**config.mk**
```make
export PLATFORM = sky130hd
export DESIGN_NAME = aftab_mtimer_flat
export DESIGN_NICKNAME = d
export VERILOG_FILES = /design/src/rtl/aftab_mtimer_if.sv /design/src/rtl/aftab_mtimer.sv /design/src/flat_wrapper.sv
export SDC_FILE = /design/constraint.sdc
export NUM_CORES = 1
export LEC_CHECK = 0
export CAP_MARGIN = 40
export CORE_ASPECT_RATIO = 1.75
export CORE_MARGIN = 4
export CORE_UTILIZATION = 40
export DETAILED_ROUTE_END_ITERATION = 6
export GPL_TIMING_DRIVEN = 0
export PLACE_DENSITY = 0.53
export SYNTH_ARGS = -nofsm -noshare
export SYNTH_HDL_FRONTEND = slang
export SYNTH_SLANG_ARGS = --single-unit
```
**constraint.sdc**
```tcl
create_clock -name clk -period 3.2 [get_ports clk]
set_clock_uncertainty 0.1 [all_clocks]
set_input_delay 0.64 -clock clk [delete_from_list [all_inputs] [get_ports clk]]
set_output_delay 0.64 -clock clk [all_outputs]
set_load 0.1 [all_outputs]
```
**src/rtl/aftab_mtimer_if.sv**
```systemverilog
// Byte-wide aftab_core memory bus: level requests from the master, and a
// one-cycle acknowledge carrying read data back from the slave.
interface aftab_mtimer_if;
    logic        readMem;
    logic        writeMem;
    logic [31:0] addressBus;
    logic [7:0]  dataBusIn;
    logic [7:0]  dataBusOut;
    logic        memDataReady;

    modport master (
        output readMem, writeMem, addressBus, dataBusIn,
        input  dataBusOut, memDataReady
    );

    modport slave (
        input  readMem, writeMem, addressBus, dataBusIn,
        output dataBusOut, memDataReady
    );
endinterface

```
**src/rtl/aftab_mtimer.sv**
```systemverilog
// Memory-mapped machine timer: 64-bit mtime/mtimecmp behind a byte bus with
// snapshot reads of mtime, atomic mtimecmp update and a level interrupt.
module aftab_mtimer #(
    parameter logic [31:0] BASE_ADDR = 32'h0000_F000,
    parameter int unsigned PRESCALE  = 1
) (
    input  logic          clk,
    input  logic          rst,
    aftab_mtimer_if.slave bus,
    output logic          machineTimerInterrupt
);

    localparam int unsigned PW = (PRESCALE > 1) ? $clog2(PRESCALE) : 1;
    localparam logic [PW-1:0] PRESCALE_MAX = PW'(PRESCALE - 1);

    typedef enum logic [1:0] {
        IDLE,
        ACK,
        RELEASE
    } stateType;

    stateType      state;
    stateType      stateNext;

    logic [63:0]   mtime;
    logic [63:0]   mtimeNext;
    logic [63:0]   mtimecmp;
    logic [63:0]   shadow;
    logic [55:0]   staging;
    logic          en;
    logic          ie;
    logic [PW-1:0] prescaler;
    logic [7:0]    rdData;
    logic [7:0]    rdByte;

    logic          hit;
    logic          accept;
    logic          rdAccept;
    logic          wrAccept;
    logic          tick;
    logic [4:0]    offset;
    logic [5:0]    byteSel;

    assign offset   = bus.addressBus[4:0];
    assign byteSel  = {offset[2:0], 3'b000};
    assign hit      = (bus.addressBus[31:5] == BASE_ADDR[31:5]);
    assign accept   = (state == IDLE) && (bus.readMem ^ bus.writeMem) && hit;
    assign rdAccept = accept && bus.readMem;
    assign wrAccept = accept && bus.writeMem;
    assign tick     = en && (prescaler == PRESCALE_MAX);

    assign bus.memDataReady = (state == ACK);
    assign bus.dataBusOut   = (state == ACK) ? rdData : 8'h00;

    always_ff @(posedge clk or negedge rst) begin
        if (!rst) state <= IDLE;
        else      state <= stateNext;
    end

    always_comb begin
        // NOTE: every always_comb output gets a default before any branch, so no path can infer a latch.
        stateNext = state;
        unique case (state)
            IDLE:    if (accept) stateNext = ACK;
            ACK:     stateNext = RELEASE;
            RELEASE: if (!bus.readMem && !bus.writeMem) stateNext = IDLE;
            default: stateNext = IDLE;
        endcase
    end

    // Offset 0 reads live mtime; bytes 1..7 come from the copy taken at that read.
    always_comb begin
        rdByte = 8'h00;
        case (offset[4:3])
            2'b00:   rdByte = (offset[2:0] == 3'd0) ? mtime[7:0] : shadow[byteSel +: 8];
            2'b01:   rdByte = mtimecmp[byteSel +: 8];
            2'b10:   if (offset[2:0] == 3'd0) rdByte = {6'b000000, ie, en};
            default: rdByte = 8'h00;
        endcase
    end

    // A byte write to mtime replaces the increment for that edge.
    always_comb begin
        mtimeNext = tick ? mtime + 64'd1 : mtime;
        if (wrAccept && (offset[4:3] == 2'b00)) begin
            mtimeNext = mtime;
            mtimeNext[byteSel +: 8] = bus.dataBusIn;
        end
    end

    always_ff @(posedge clk or negedge rst) begin
        if (!rst) begin
            mtime                 <= 64'd0;
            mtimecmp              <= {64{1'b1}};
            shadow                <= 64'd0;
            staging               <= 56'd0;
            en                    <= 1'b0;
            ie                    <= 1'b0;
            prescaler             <= '0;
            rdData                <= 8'h00;
            machineTimerInterrupt <= 1'b0;
        end else begin
            // NOTE: state registers use non-blocking assignments so every flop samples pre-edge values.
            mtime                 <= mtimeNext;
            machineTimerInterrupt <= ie && (mtime >= mtimecmp);

            if (en) prescaler <= tick ? '0 : prescaler + PW'(1);

            if (rdAccept) begin
                rdData <= rdByte;
                if (offset == 5'h00) shadow <= mtime;
            end

            if (wrAccept) begin
                if (offset[4:3] == 2'b01) begin
                    if (offset[2:0] == 3'd7) begin
                        mtimecmp <= {bus.dataBusIn, staging};
                    end else begin
                        for (int i = 0; i < 7; i++) begin
                            if (offset[2:0] == 3'(i)) staging[i*8 +: 8] <= bus.dataBusIn;
                        end
                    end
                end
                if (offset == 5'h10) begin
                    en <= bus.dataBusIn[0];
                    ie <= bus.dataBusIn[1];
                    if (!bus.dataBusIn[0]) prescaler <= '0;
                end
            end
        end
    end

endmodule

```
**src/flat_wrapper.sv**
```systemverilog
// flat-port wrapper written by rule: the top's interface ports become plain ports
module aftab_mtimer_flat 
#(
    parameter logic [31:0] BASE_ADDR = 32'h0000_F000,
    parameter int unsigned PRESCALE  = 1
)
  (clk, rst, machineTimerInterrupt, bus_readMem, bus_writeMem, bus_addressBus, bus_dataBusIn, bus_dataBusOut, bus_memDataReady);
  aftab_mtimer_if bus_i ();
  input  logic clk;
  input  logic rst;
  output logic machineTimerInterrupt;
  input wire logic [$bits(bus_i.readMem)-1:0] bus_readMem;
  input wire logic [$bits(bus_i.writeMem)-1:0] bus_writeMem;
  input wire logic [$bits(bus_i.addressBus)-1:0] bus_addressBus;
  input wire logic [$bits(bus_i.dataBusIn)-1:0] bus_dataBusIn;
  output wire logic [$bits(bus_i.dataBusOut)-1:0] bus_dataBusOut;
  output wire logic [$bits(bus_i.memDataReady)-1:0] bus_memDataReady;
  assign bus_i.readMem = bus_readMem;
  assign bus_i.writeMem = bus_writeMem;
  assign bus_i.addressBus = bus_addressBus;
  assign bus_i.dataBusIn = bus_dataBusIn;
  assign bus_dataBusOut = bus_i.dataBusOut;
  assign bus_memDataReady = bus_i.memDataReady;
  aftab_mtimer #(.BASE_ADDR(BASE_ADDR), .PRESCALE(PRESCALE)) u_core (.clk(clk), .rst(rst), .bus(bus_i), .machineTimerInterrupt(machineTimerInterrupt));
endmodule
```
==> flow_summary.toml <==
[setup_path]
cp-end-kind = "flip-flop"
crit_fanout = 2
cp_slowest_cell = "a221oi_1"
cp_cell_sequence = "inv_1, ha_1, a21oi_1, o21ai_0, a221oi_1, o211ai_1, a21oi_1, o311ai_0, a31o_2"
crit_top_cell = "a21oi_1"
critical-path-max-stage-delay_ns = 0.60
critical_path.top_delay_family = "compound AO/OA/AOI/OAI gates"
path_class = "flip-flop to flip-flop"
crit_buf_inv = 1
cp_data_arrival_time_ns = 3.46
worst-endpoint-required_ns = 3.55
start_kind = "flip-flop"

[pwr]
pwr_density_cell_mw_per_mm2 = 411
vdd_drop_max_v = 0.000357
p_leak_uw = 0.00810

[logic_synthesis]
synthArstFlopShare_pct = 100
synth_xor_area_share_pct = 0
syn_nets = 1534
synth_top_cells_by_count = "dfrtp_1, nand2_1, o21ai_0"
syn_avg_cell_area_um2 = 10.3
yosysTopAreaCell = "dfrtp_1"
synth_fa_ha_area_share_pct = 6.36
synth_area_mm2 = 0.0146
synth_mux_area_share_pct = 14.7
synth_seq_cells = 262
synth_top_area_share_pct = 34.0
postSynthCellCount = 1416
synth_top_family_by_area = "simple AND/OR/NAND/NOR gates"
synthSimpleGateAreaFrac_pct = 15.0
ys_types = 71
synth_compound_area_share_pct = 13.9
synth_ff_type = "dfrtp_1"
ys_seq_area_share_pct = 45.6
synth_edf_count = 0
yosysWarnings = 0
post-synth-top-count-cell = "dfrtp_1"
synthTopCellsByArea = "dfrtp_1, dfstp_2, mux2_2"

[cts]
path_clk_slew_ns = 0.07
clock_latency_ns = 0.57
htreeDepth = 1
cts_tree = "built"
clock-sinks = 262
cts-buffers-inserted = 28
cts_buffer_depth = 3
cts_root_buf = "clkbuf_16"

[routing]
drt_wl_total_mm = 54.7
initialDrtViolationCount = 1083
ant_nets = 0
drcViolationCount = 0
vias_per_cell = 5.93
drtPass1Iterations = 5
wl_per_cell_um = 27.1
num_vias = 12000

[floorplan]
coreArea_mm2 = 0.0360
start_util_pct = 40.4
io_pins = 54
chipHeight_um = 260
dieArea_mm2 = 0.0397
rows = 92
die_w_um = 152

[worst_hold_path]
hp-class = "primary input to flip-flop"

[status]
run_status = "complete, no violations"

[final_layout]
nets = 1646
fin_cells = 2021
final_area_mm2 = 0.0173
post-route-util_pct = 48.0
area_growth_pct = 18.6
drive_above_1_share_pct = 25.7

[place]
place_hpwl_mm = 42.8
placed_cell_area_mm2 = 0.0160
io_buffers = 51
place_inst = 1963
finalWeightedCongestion = 0.982

[sta]
fin_crit_ns = 3.11
fmaxAchievable_mhz = 322
slew_headroom_pct = 49.1
setup_viol = 0
period_share_pct = 97.1
finalHoldViolations = 0
whs_ns = 0.293
rsz0062_at_grt = "no"
slew_violations = 0
tightest_slew_ns = 0.762

[job]
max_cap_viol_count = 0

[grt]
grt_max_degree = 115
overflow = 0
grt_pass1_vias = 12000
track_usage_pct = 27.1
antenna_found_initial = 0
grt_first_pass_wirelength_mm = 79.9
path summary, 6_finish.rpt:
check	from	end	slack, ns	cells after the start
max reg2reg	u_core.mtimecmp[19]	u_core.machineTimerInterrupt	0.09	9
max	u_core.mtimecmp[19]	u_core.machineTimerInterrupt	0.09	9
min reg2reg	u_core.staging[43]	u_core.mtimecmp[43]	0.38	2
min in group asynchronous	rst	u_core.shadow[59]	0.43	2
max in group asynchronous	rst	u_core.staging[11]	1.13	4
min	bus_dataBusIn[1]	u_core.staging[49]	0.29	2
power by group:
part	internal (uW)	total, uW	leakage, uW	switching, uW
clock	1950	3440	0.000468	1490
combinational	116	347	0.00425	231
sequential	3320	3320	0.00338	0.000503
total	5380	7110	0.00810	1730
what timing repair did:
| action | in CTS | in global routing |
|---|---|---|
| hold endpoints to repair | 21 | 0 |
| pin swaps | 1 | 3 |
| gates resized for setup | 45 | 38 |
| setup endpoints to repair | 212 | 214 |
| cloned | 0 | 0 |
| setup buffers | 1 | 4 |
| hold buffers | 1 | 0 |
per-stage QoR:
| stage | total power, uW | worst slack (ns) | TNS [ns] |
|---|---|---|---|
| finish | 7110 | 0.0927 | 0 |
| floorplan | 3480 | 0.0323 | 0 |
| global route | 7330 | 0.0210 | 0 |
| CTS | 7180 | -0.0721 | -1.38 |
| detailed placement | 3710 | -1.74 | -265.51 |
| global placement | 3690 | -10.15 | -2685.42 |
per-layer routing:
layer | routed length, um | GRT usage [%] | vias up
met4 | 4580 | 19.2 | 0
met5 | 0 | 0 | -
met3 | 2490 | 2.89 | 175
met1 | 20100 | 30.9 | 5942
li1 | - | - | 5404
met2 | 27500 | 47.4 | 457
layout make-up:
type,count,area (um2)
multi-input cells,999,7400
diodes,1,2.50
clock inverters,18,179
well taps,470,588
flip-flops and latches,262,6640
inverters,79,300
fillers,3350,18700
clock buffers,34,795
repair buffers,83,946
plain buffers,75,430
sequential cells by signal (all words and copies together) (netlist names):
register,count
u_core.state,2
u_core.shadow,64
u_core.ie,1
u_core.mtime,64
u_core.en,1
u_core.machineTimerInterrupt,1
u_core.prescaler,1
u_core.rdData,8
u_core.mtimecmp,64
u_core.staging,56
kinds of logic (layout without fill, tap and decap cells):
family                     after synthesis  after routing
adders and majority gates               74             74
AOI/OAI and AO/OA                      335            335
muxes                                  158            158
other                                    0              1
buffers and inverters                  155            289
and+or+nand+nor                        432            432
DFF                                    262            262
cell usage in the layout (no fill, tap or decap), drive strengths merged, types with 3 or more instances in the layout:
master,count
nand4,24
dfstp,64
mux4,32
nor2,56
clkinv,9
clkbuf,71
mux2,123
o211ai,25
a32o,6
mux2i,3
o311ai,13
or3,3
a221o,5
a21o,13
nand2b,3
nor2b,4
a211o,6
and3,20
inv,81
o21ai,148
nor3,21
nand2,196
dfrtp,198
and2,15
nand3,40
and4,13
a32oi,5
nand4b,3
ha,74
buf,70
clkinvlp,5
clkdlybuf4s50,48
nor3b,8
a31oi,24
a22oi,5
nor4,20
a21oi,65
Note: power is estimated with default switching activity, not from simulation.
